===== config.mk =====
export PLATFORM = sky130hd
export DESIGN_NAME = bus_responder_mem_io
export DESIGN_NICKNAME = d
export VERILOG_FILES = /design/src/rtl/bus_responder_mem_io_pkg.sv /design/src/rtl/bus_responder_mem_io_timer8.sv /design/src/rtl/bus_responder_mem_io.sv
export SDC_FILE = /design/constraint.sdc
export NUM_CORES = 1
export LEC_CHECK = 0
export CORE_MARGIN = 2
export CORE_UTILIZATION = 40
export CTS_BUF_LIST = sky130_fd_sc_hd__clkbuf_8
export DETAILED_ROUTE_END_ITERATION = 12
export PLACE_DENSITY = 0.59
export SETUP_SLACK_MARGIN = 0.3
export SYNTH_ARGS = -nofsm -noshare
export SYNTH_HDL_FRONTEND = slang
export SYNTH_SLANG_ARGS = --single-unit
export TNS_END_PERCENT = 5

===== constraint.sdc =====
create_clock -name Clk -period 37.1 [get_ports Clk]
set_input_delay 5.565 -clock Clk [delete_from_list [all_inputs] [get_ports Clk]]
set_output_delay 5.565 -clock Clk [all_outputs]
set_load 0.02 [all_outputs]

===== src/rtl/bus_responder_mem_io_pkg.sv =====
// Shared address map and timer-control layout for the data-side bus responder.
// Imported by the RTL, the core's test program and the bench.
package bus_responder_mem_io_pkg;

   localparam int unsigned DATA_W = 8;

   localparam logic [DATA_W-1:0] ADDR_PORT_OUT = 8'hF0;
   localparam logic [DATA_W-1:0] ADDR_PORT_IN  = 8'hF1;
   localparam logic [DATA_W-1:0] ADDR_TMR_CNT  = 8'hF2;
   localparam logic [DATA_W-1:0] ADDR_TMR_CTL  = 8'hF3;
   localparam logic [DATA_W-1:0] ADDR_TMR_RLD  = 8'hF4;

   localparam int unsigned CTL_BIT_EN     = 0;
   localparam int unsigned CTL_BIT_AR     = 1;
   localparam int unsigned CTL_BIT_IRQ_EN = 6;
   localparam int unsigned CTL_BIT_OVF    = 7;

   typedef struct packed {
      logic       ovf;
      logic       irq_en;
      logic [3:0] rsvd;
      logic       auto_reload;
      logic       en;
   } tmr_ctl_t;

   function automatic tmr_ctl_t pack_ctl(input logic en, input logic ar,
                                         input logic irq_en, input logic ovf);
      tmr_ctl_t c;
      c.ovf         = ovf;
      c.irq_en      = irq_en;
      c.rsvd        = 4'b0000;
      c.auto_reload = ar;
      c.en          = en;
      return c;
   endfunction

endpackage


===== src/rtl/bus_responder_mem_io_timer8.sv =====
// 8-bit prescaled timer: prescaler, TMR_CNT/CTL/RLD and overflow handling.
// CPU writes arrive as decoded strobes; register values are exposed for the read mux.
module bus_timer8
   import bus_responder_mem_io_pkg::*;
#(
   parameter int unsigned PRESC = 4
) (
   input  logic              i_clk,
   input  logic              i_rst,
   input  logic              i_cnt_we,
   input  logic              i_ctl_we,
   input  logic              i_rld_we,
   input  logic [DATA_W-1:0] i_wdata,
   output logic [DATA_W-1:0] o_cnt,
   output logic [DATA_W-1:0] o_ctl,
   output logic [DATA_W-1:0] o_rld,
   output logic              o_irq
);

   localparam logic [7:0] PRESC_LAST = 8'(PRESC - 1);

   logic [7:0]        r_presc;
   logic [DATA_W-1:0] r_cnt;
   logic [DATA_W-1:0] r_rld;
   logic              r_en;
   logic              r_ar;
   logic              r_irq_en;
   logic              r_ovf;

   logic     w_tick;
   logic     w_ovf_evt;
   tmr_ctl_t w_ctl;

   // A CPU write to TMR_CNT swallows a coincident tick, including its overflow.
   assign w_tick    = r_en && (r_presc == PRESC_LAST);
   assign w_ovf_evt = w_tick && (r_cnt == 8'hFF) && !i_cnt_we;

   always_ff @(posedge i_clk or posedge i_rst) begin
      if (i_rst) begin
         r_presc <= 8'h00;
      end else if (i_ctl_we || !r_en || w_tick) begin
         r_presc <= 8'h00;
      end else begin
         r_presc <= r_presc + 8'd1;
      end
   end

   always_ff @(posedge i_clk or posedge i_rst) begin
      if (i_rst) begin
         r_cnt <= '0;
      end else if (i_cnt_we) begin
         r_cnt <= i_wdata;
      end else if (w_ovf_evt) begin
         r_cnt <= r_ar ? r_rld : 8'h00;
      end else if (w_tick) begin
         r_cnt <= r_cnt + 8'd1;
      end
   end

   always_ff @(posedge i_clk or posedge i_rst) begin
      if (i_rst) begin
         r_rld <= '0;
      end else if (i_rld_we) begin
         r_rld <= i_wdata;
      end
   end

   // Control bits: writes override the one-shot disable; overflow set beats write-1-to-clear.
   always_ff @(posedge i_clk or posedge i_rst) begin
      if (i_rst) begin
         r_en     <= 1'b0;
         r_ar     <= 1'b0;
         r_irq_en <= 1'b0;
         r_ovf    <= 1'b0;
      end else begin
         if (i_ctl_we) begin
            r_en     <= i_wdata[CTL_BIT_EN];
            r_ar     <= i_wdata[CTL_BIT_AR];
            r_irq_en <= i_wdata[CTL_BIT_IRQ_EN];
         end else if (w_ovf_evt && !r_ar) begin
            r_en <= 1'b0;
         end
         if (w_ovf_evt) begin
            r_ovf <= 1'b1;
         end else if (i_ctl_we && i_wdata[CTL_BIT_OVF]) begin
            r_ovf <= 1'b0;
         end
      end
   end

   assign w_ctl = pack_ctl(r_en, r_ar, r_irq_en, r_ovf);
   assign o_cnt = r_cnt;
   assign o_ctl = w_ctl;
   assign o_rld = r_rld;
   assign o_irq = r_ovf && r_irq_en;

endmodule


===== src/rtl/bus_responder_mem_io.sv =====
// Data-bus responder for the 8-bit micro: data RAM, output port, synchronised input port
// and prescaled timer, with a combinational read path so the core captures data in-cycle.
module bus_responder_mem_io
   import bus_responder_mem_io_pkg::*;
#(
   parameter int unsigned RAM_DEPTH = 64,
   parameter int unsigned PRESC     = 4
) (
   input  logic              Clk,
   input  logic              Rst,
   input  logic [DATA_W-1:0] Addres_Data_Bus,
   input  logic [DATA_W-1:0] DataOut_Bus,
   input  logic              LE,
   output logic [DATA_W-1:0] Datain_Bus,
   input  logic [DATA_W-1:0] Port_In,
   output logic [DATA_W-1:0] Port_Out,
   output logic              Timer_Irq
);

   logic [DATA_W-1:0] r_ram [RAM_DEPTH];
   logic [DATA_W-1:0] r_port_out;
   logic [DATA_W-1:0] r_sync1;
   logic [DATA_W-1:0] r_sync2;

   logic              w_in_ram;
   logic              w_cnt_we;
   logic              w_ctl_we;
   logic              w_rld_we;
   logic [DATA_W-1:0] w_tmr_cnt;
   logic [DATA_W-1:0] w_tmr_ctl;
   logic [DATA_W-1:0] w_tmr_rld;
   logic              w_tmr_irq;
   logic [DATA_W-1:0] w_rdata;

   assign w_in_ram = Addres_Data_Bus < 8'(RAM_DEPTH);
   assign w_cnt_we = LE && (Addres_Data_Bus == ADDR_TMR_CNT);
   assign w_ctl_we = LE && (Addres_Data_Bus == ADDR_TMR_CTL);
   assign w_rld_we = LE && (Addres_Data_Bus == ADDR_TMR_RLD);

   always_ff @(posedge Clk or posedge Rst) begin
      if (Rst) begin
         for (int i = 0; i < RAM_DEPTH; i++) begin
            r_ram[i] <= '0;
         end
      end else if (LE && w_in_ram) begin
         for (int i = 0; i < RAM_DEPTH; i++) begin
            if (Addres_Data_Bus == 8'(i)) begin
               r_ram[i] <= DataOut_Bus;
            end
         end
      end
   end

   always_ff @(posedge Clk or posedge Rst) begin
      if (Rst) begin
         r_port_out <= '0;
      end else if (LE && (Addres_Data_Bus == ADDR_PORT_OUT)) begin
         r_port_out <= DataOut_Bus;
      end
   end

   // Two-flop synchroniser for the asynchronous input pins.
   always_ff @(posedge Clk or posedge Rst) begin
      if (Rst) begin
         r_sync1 <= '0;
         r_sync2 <= '0;
      end else begin
         r_sync1 <= Port_In;
         r_sync2 <= r_sync1;
      end
   end

   bus_timer8 #(
      .PRESC (PRESC)
   ) u_timer (
      .i_clk    (Clk),
      .i_rst    (Rst),
      .i_cnt_we (w_cnt_we),
      .i_ctl_we (w_ctl_we),
      .i_rld_we (w_rld_we),
      .i_wdata  (DataOut_Bus),
      .o_cnt    (w_tmr_cnt),
      .o_ctl    (w_tmr_ctl),
      .o_rld    (w_tmr_rld),
      .o_irq    (w_tmr_irq)
   );

   // Zero-latency read mux; unmapped addresses return 0x00.
   always_comb begin
      w_rdata = '0;
      if (w_in_ram) begin
         for (int i = 0; i < RAM_DEPTH; i++) begin
            if (Addres_Data_Bus == 8'(i)) begin
               w_rdata = r_ram[i];
            end
         end
      end else begin
         case (Addres_Data_Bus)
            ADDR_PORT_OUT: w_rdata = r_port_out;
            ADDR_PORT_IN:  w_rdata = r_sync2;
            ADDR_TMR_CNT:  w_rdata = w_tmr_cnt;
            ADDR_TMR_CTL:  w_rdata = w_tmr_ctl;
            ADDR_TMR_RLD:  w_rdata = w_tmr_rld;
            default:       w_rdata = '0;
         endcase
      end
   end

   assign Datain_Bus = w_rdata;
   assign Port_Out   = r_port_out;
   assign Timer_Irq  = w_tmr_irq;

endmodule


==> results of run 1 <==
[cells in the final DEF (no fill, tap or decap), types with 14 or more instances in the layout]
| master | count |
|---|---|
| dfrtp_1 | 564 |
| mux2_2 | 499 |
| nand2_1 | 178 |
| o21ai_0 | 137 |
| a21oi_1 | 125 |
| nor2_1 | 124 |
| clkbuf_8 | 121 |
| o22ai_1 | 68 |
| buf_4 | 65 |
| inv_1 | 46 |
| mux2_1 | 44 |
| mux2i_1 | 36 |
| nand3_1 | 33 |
| a22oi_1 | 32 |
| clkdlybuf4s50_1 | 31 |
| nor3_1 | 28 |
| a221oi_1 | 28 |
| a31oi_1 | 21 |
| nand2b_1 | 19 |
| o211ai_1 | 17 |
| a211oi_1 | 16 |
| clkinv_2 | 16 |
| a22o_1 | 14 |
| o221ai_1 | 14 |
[through the flow]
step / hold WS (ps) / instance area (um2)
finish: 347 / 31100
global route: 356 / 31100
CTS: 348 / 31100
detailed placement: 335 / 29100
global placement: 333 / 29100
floorplan: 331 / 27900
[cell families (layout without fill, tap and decap cells)]
family / count (synthesis) / in the layout
compound gates: 593 / 593
mux: 584 / 584
flops: 564 / 564
simple gates: 480 / 480
buf+inv: 210 / 301
xor+xnor: 7 / 7
fa+ha+maj: 2 / 2
other cells: 0 / 2
[sequential cells by signal, summed over array words and instances, names as in the netlist]
register / flops
u_timer.o_cnt: 8
u_timer.r_ar: 1
r_ram: 512
u_timer.o_rld: 8
u_timer.r_irq_en: 1
u_timer.r_presc: 8
r_sync2: 8
u_timer.r_en: 1
r_sync1: 8
Port_Out: 8
u_timer.r_ovf: 1
[power breakdown]
part	switching, W	internal (W)
clock network	0.000274	0.000303
registers	0.00000915	0.000627
logic	0.0000832	0.0000308
total	0.000367	0.000960
[routing by layer]
metal / routed length [um] / up-vias
met2: 46600 / 1576
met3: 11900 / 376
met5: 31 / -
li1: - / 9114
met1: 44300 / 11600
met4: 6210 / 4
[area by class of cell]
class	count	area, um2
Timing Repair Buffer	108	880
Inverter	13	56.3
Tap cell	931	1160
Fill cell	6453	37700
Multi-Input combinational cell	1666	12900
Clock inverter	59	315
Antenna cell	2	5.00
Clock buffer	121	1670
Sequential cell	564	14100
[path summary, 6_finish.rpt]
kind	depth (start not counted)	from	to
max	11	Addres_Data_Bus[3]	Datain_Bus[5]
min in group asynchronous	2	Rst	r_sync2[6]
min	0	r_sync1[5]	r_sync2[5]
max in group asynchronous	5	Rst	r_ram[227]
max reg2reg	7	u_timer.r_presc[2]	u_timer.o_cnt[7]
min reg2reg	0	r_sync1[5]	r_sync2[5]
==> flow_metrics.py, run 1 <==
metrics = {
    "setup_path": {
        "cp.arrival_ps": 10250,
        "crit_buf_inv": 3,
        "crit_chain": "buf_2 -> buf_4 -> nand2b_1 -> nor2_1 -> nand2_1 -> nand4_1 -> o2111ai_1 -> a2111oi_0 -> o21ai_1 -> o211ai_1 -> clkdlybuf4s50_1",
        "required_ps": 31530,
        "critical_path_class": "input pin to primary output",
        "crit_slowest_cell": "nor2_1",
        "rrSetupSlack_ps": 34720,
        "startpoint_type": "input pin",
        "crit_family": "buffers and inverters",
        "end_kind": "primary output",
        "crit_fanout": 40,
        "cp_slowest_stage_delay_ps": 1120,
    },
    "sta": {
        "rsz0062_at_grt": "no",
        "finalClockSkew_ps": 21.6,
        "setup_viol_count_final": 0,
        "worstMarginPinSlew_ps": 1470,
        "min_period_ps": 15810,
        "post-route-period-util_pct": 42.6,
        "finalMaxSlewViolations": 0,
        "setup_ws_ps": 21290,
        "max_freq_mhz": 63.2,
        "maxSlewHeadroom_pct": 1.32,
        "finalHoldViolations": 0,
        "fin_setup_tns_ps": 0,
    },
    "layout": {
        "fin_cells": 3464,
        "final_nets": 2480,
        "drive_above_1_share_pct": 30.0,
        "syn_to_final_growth_pct": 11.7,
        "fin_util_pct": 45.2,
    },
    "hold_path": {
        "hold_path_class": "register to register",
    },
    "global_route": {
        "grt_max_degree": 168,
        "use_met1_pct": 41.5,
        "grt_first_pass_wirelength_um": 159000,
        "gr-usage-all-layers_pct": 30.4,
        "top_usage_layer": "met2",
        "grt_pass1_vias": 22600,
        "gr-total-overflow": 0,
        "grtUsageMet3_pct": 8.34,
        "antenna_found_initial": 3,
        "use_met2_pct": 44.0,
    },
    "synthesis": {
        "synth_top_family_by_area": "multiplexers",
        "ys_warn_count": 0,
        "synth_most_common_cell": "dfrtp_1",
        "avgSynthCellArea_um2": 11.4,
        "synthMuxAreaShare_pct": 23.6,
        "synth_flop_cell": "dfrtp_1",
        "synth-seq-area-share_pct": 50.6,
        "synth_top_cell_by_area": "dfrtp_1",
        "synth_adder_area_share_pct": 0.0898,
        "syn-num-nets": 2469,
        "netlist_instances": 2440,
        "synthArstFlopShare_pct": 100,
        "synth_area_leaders": "dfrtp_1, mux2_2, o21ai_0",
        "synth_edf_count": 0,
        "synth-compound-area-share_pct": 13.9,
        "synth_common_cells": "dfrtp_1, mux2_2, nand2_1",
        "synth_top_area_share_pct": 50.6,
        "syn_area_um2": 27900,
        "synth-xor-area-share_pct": 0.220,
        "yosys.area_share.simple_pct": 8.30,
        "synth_cell_types": 88,
        "ys_ff_latch": 564,
    },
    "floorplan": {
        "io_pins": 44,
        "core_area_um2": 68800,
        "fp.dieW_um": 268,
        "start_util_pct": 40.5,
        "dieHeight_um": 268,
        "fp-row-count": 96,
        "die-area_um2": 71800,
    },
    "clock_network": {
        "ctsResizeCount": 0,
        "ctsHoldBuffers": 0,
        "numCtsBuffers": 98,
        "clk_pin_slew_ps": 60,
        "cts_tree": "yes",
        "cts_root_buffer": "clkbuf_8",
        "post-cts-setup-buffers": 0,
        "clkSinkCount": 564,
        "clk_latency_ps": 760,
        "htree_levels": 3,
        "clockBufferDepth": 3,
    },
    "placed_design": {
        "dp_hpwl_um": 70800,
        "io_buffers": 43,
        "dp.cells": 3282,
        "pre_cts_slack_ps": 21440,
        "routabilityCongestion": 1.02,
    },
    "route": {
        "drtPass1Iterations": 8,
        "wl_um": 109000,
        "detail-route-antenna-nets": 0,
        "via_per_inst": 6.54,
        "drc": 0,
        "dr_total_vias": 22700,
        "routedWlPerCell_um": 31.5,
        "drt-initial-drc-count": 3422,
    },
    "run": {
        "drv_cap": 1,
    },
    "status": {
        "violations": "capacitance limit",
        "status": "finished, violations left",
    },
    "pwr": {
        "p_leak_nw": 14.7,
        "powerDensity_nw_per_um2": 42.6,
        "total_power_w": 0.00133,
        "ir_drop_v": 0.0000234,
    },
}
No activity file was read; power rests on OpenSTA's default activity.
==> run 2, diff against run 1 <==
- clock period: 37.1 -> 15.76 ns (I/O delays scaled with it)
==> flow_metrics.py, run 2 (same netlist as run 1, synthesis figures left out) <==
metrics = {
    "status": {
        "status": "completed",
    },
    "sta": {
        "min_period_ps": 9600,
        "max_freq_mhz": 104,
        "fin_setup_tns_ps": 0,
        "rsz0062_at_grt": "no",
        "setup_viol_count_final": 0,
        "finalMaxSlewViolations": 0,
        "post-route-period-util_pct": 60.9,
        "worstMarginPinSlew_ps": 1310,
        "maxSlewHeadroom_pct": 12.5,
        "finalHoldViolations": 0,
        "finalClockSkew_ps": 28.4,
    },
    "clock_network": {
        "post-cts-setup-buffers": 0,
        "clk_pin_slew_ps": 60,
        "htree_levels": 3,
        "numCtsBuffers": 98,
        "clk_latency_ps": 750,
        "cts_root_buffer": "clkbuf_8",
        "cts_tree": "yes",
        "clkSinkCount": 564,
        "ctsResizeCount": 0,
        "ctsHoldBuffers": 0,
        "clockBufferDepth": 3,
    },
    "global_route": {
        "gr-total-overflow": 0,
        "antenna_found_initial": 3,
        "grt_first_pass_wirelength_um": 160000,
        "gr-usage-all-layers_pct": 30.8,
        "grt_max_degree": 183,
        "grt_pass1_vias": 22100,
    },
    "route": {
        "routedWlPerCell_um": 31.9,
        "detail-route-antenna-nets": 0,
        "drt-initial-drc-count": 3271,
        "via_per_inst": 6.54,
        "dr_total_vias": 22600,
        "drtPass1Iterations": 6,
        "wl_um": 110000,
        "drc": 0,
    },
    "run": {
        "drv_cap": 0,
    },
    "setup_path": {
        "rrSetupSlack_ps": 12990,
        "startpoint_type": "input pin",
        "required_ps": 13400,
        "crit_fanout": 72,
        "critical_path_class": "input pin to primary output",
        "cp.arrival_ps": 7240,
        "end_kind": "primary output",
    },
    "placed_design": {
        "io_buffers": 43,
        "dp.cells": 3278,
        "dp_hpwl_um": 70700,
        "postPlaceCellArea_um2": 29100,
        "routabilityCongestion": 1.00,
    },
    "pwr": {
        "p_leak_nw": 14.8,
        "ir_drop_v": 0.0000615,
        "powerDensity_nw_per_um2": 103,
    },
    "layout": {
        "final_cell_mix": "dfrtp_1, mux2_2, nand2_1",
        "finalInstanceArea_um2": 31300,
        "drive_above_1_share_pct": 30.3,
        "largest_register_ffs": 512,
        "fin_cells": 3460,
        "fin_util_pct": 45.4,
        "final_nets": 2476,
        "regMostFlops": "r_ram",
        "syn_to_final_growth_pct": 12.2,
        "mostFrequentLayoutCell": "dfrtp_1",
    },
    "floorplan": {
        "dieHeight_um": 268,
        "die-area_um2": 71800,
        "fp.dieW_um": 268,
        "fp-row-count": 96,
        "core_area_um2": 68800,
        "io_pins": 44,
        "start_util_pct": 40.5,
    },
    "hold_path": {
        "hold_path_class": "register to register",
    },
}
[run 2: cell types whose count changed in the layout (fill, tap and decap cells not counted), moves of 2 or more]
| cell | previous run | this run |
|---|---|---|
| clkbuf_8 | 121 | 135 |
| nor2_1 | 124 | 126 |
| inv_1 | 46 | 34 |
| bufinv_16 | 1 | 3 |
| buf_4 | 65 | 60 |
| nor2_2 | 6 | 4 |
| clkinv_2 | 16 | 14 |
| inv_8 | 3 | 1 |
[run 2: final timing paths]
path,end,cells after the start,startpoint
setup / recovery,Datain_Bus[3],12,Addres_Data_Bus[0]
hold / removal,r_sync2[2],0,r_sync1[2]
max in group asynchronous,r_ram[258],4,Rst
min in group asynchronous,r_ram[504],3,Rst
setup reg to reg,u_timer.o_cnt[7],9,u_timer.o_cnt[0]
hold reg to reg,r_sync2[2],0,r_sync1[2]
[run 2: area by class of cell]
cell class              instances  area, um2
clock buffers                 135       1860
fillers                      6353      37600
multi-input cells            1666      12900
well taps                     931       1160
inverters                      13       52.6
diodes                          3       7.51
repair buffers                104        862
clock inverters                44        287
flip-flops and latches        564      14100
[run 2: worst max-delay path, cell delays in order]
cell	delay (ps)
buf_6	500
buf_4	670
nand2b_1	170
buf_4	280
nor2_1	1010
nand2_1	160
o21ai_0	260
a21oi_1	170
a2111oi_0	490
a21oi_1	150
o2bb2ai_1	270
clkdlybuf4s50_1	660
[run 2: report_power, final]
part	switching, W	internal (W)	total (W)	leakage [nW]
logic	0.000198	0.0000722	0.000270	5.76
clock network	0.000656	0.000810	0.00147	1.20
registers	0.0000211	0.00148	0.00150	7.80
total	0.000875	0.00236	0.00323	14.8
[run 2: per-layer routing]
layer / track usage, % / routed length (um)
met1: 42.5 / 45000
met2: 44.4 / 47000
met4: 16.2 / 6150
met5: 0 / 49
met3: 8.22 / 12200
[run 2: metrics by stage]
stage | power (W) | hold slack [ps] | setup WS (ps)
detailed placement | 0.00178 | 335 | 6360
global placement | 0.00178 | 335 | 6380
global route | 0.00333 | 350 | 6090
CTS | 0.00324 | 347 | 6350
finish | 0.00323 | 346 | 6160
floorplan | 0.00167 | 331 | 5720
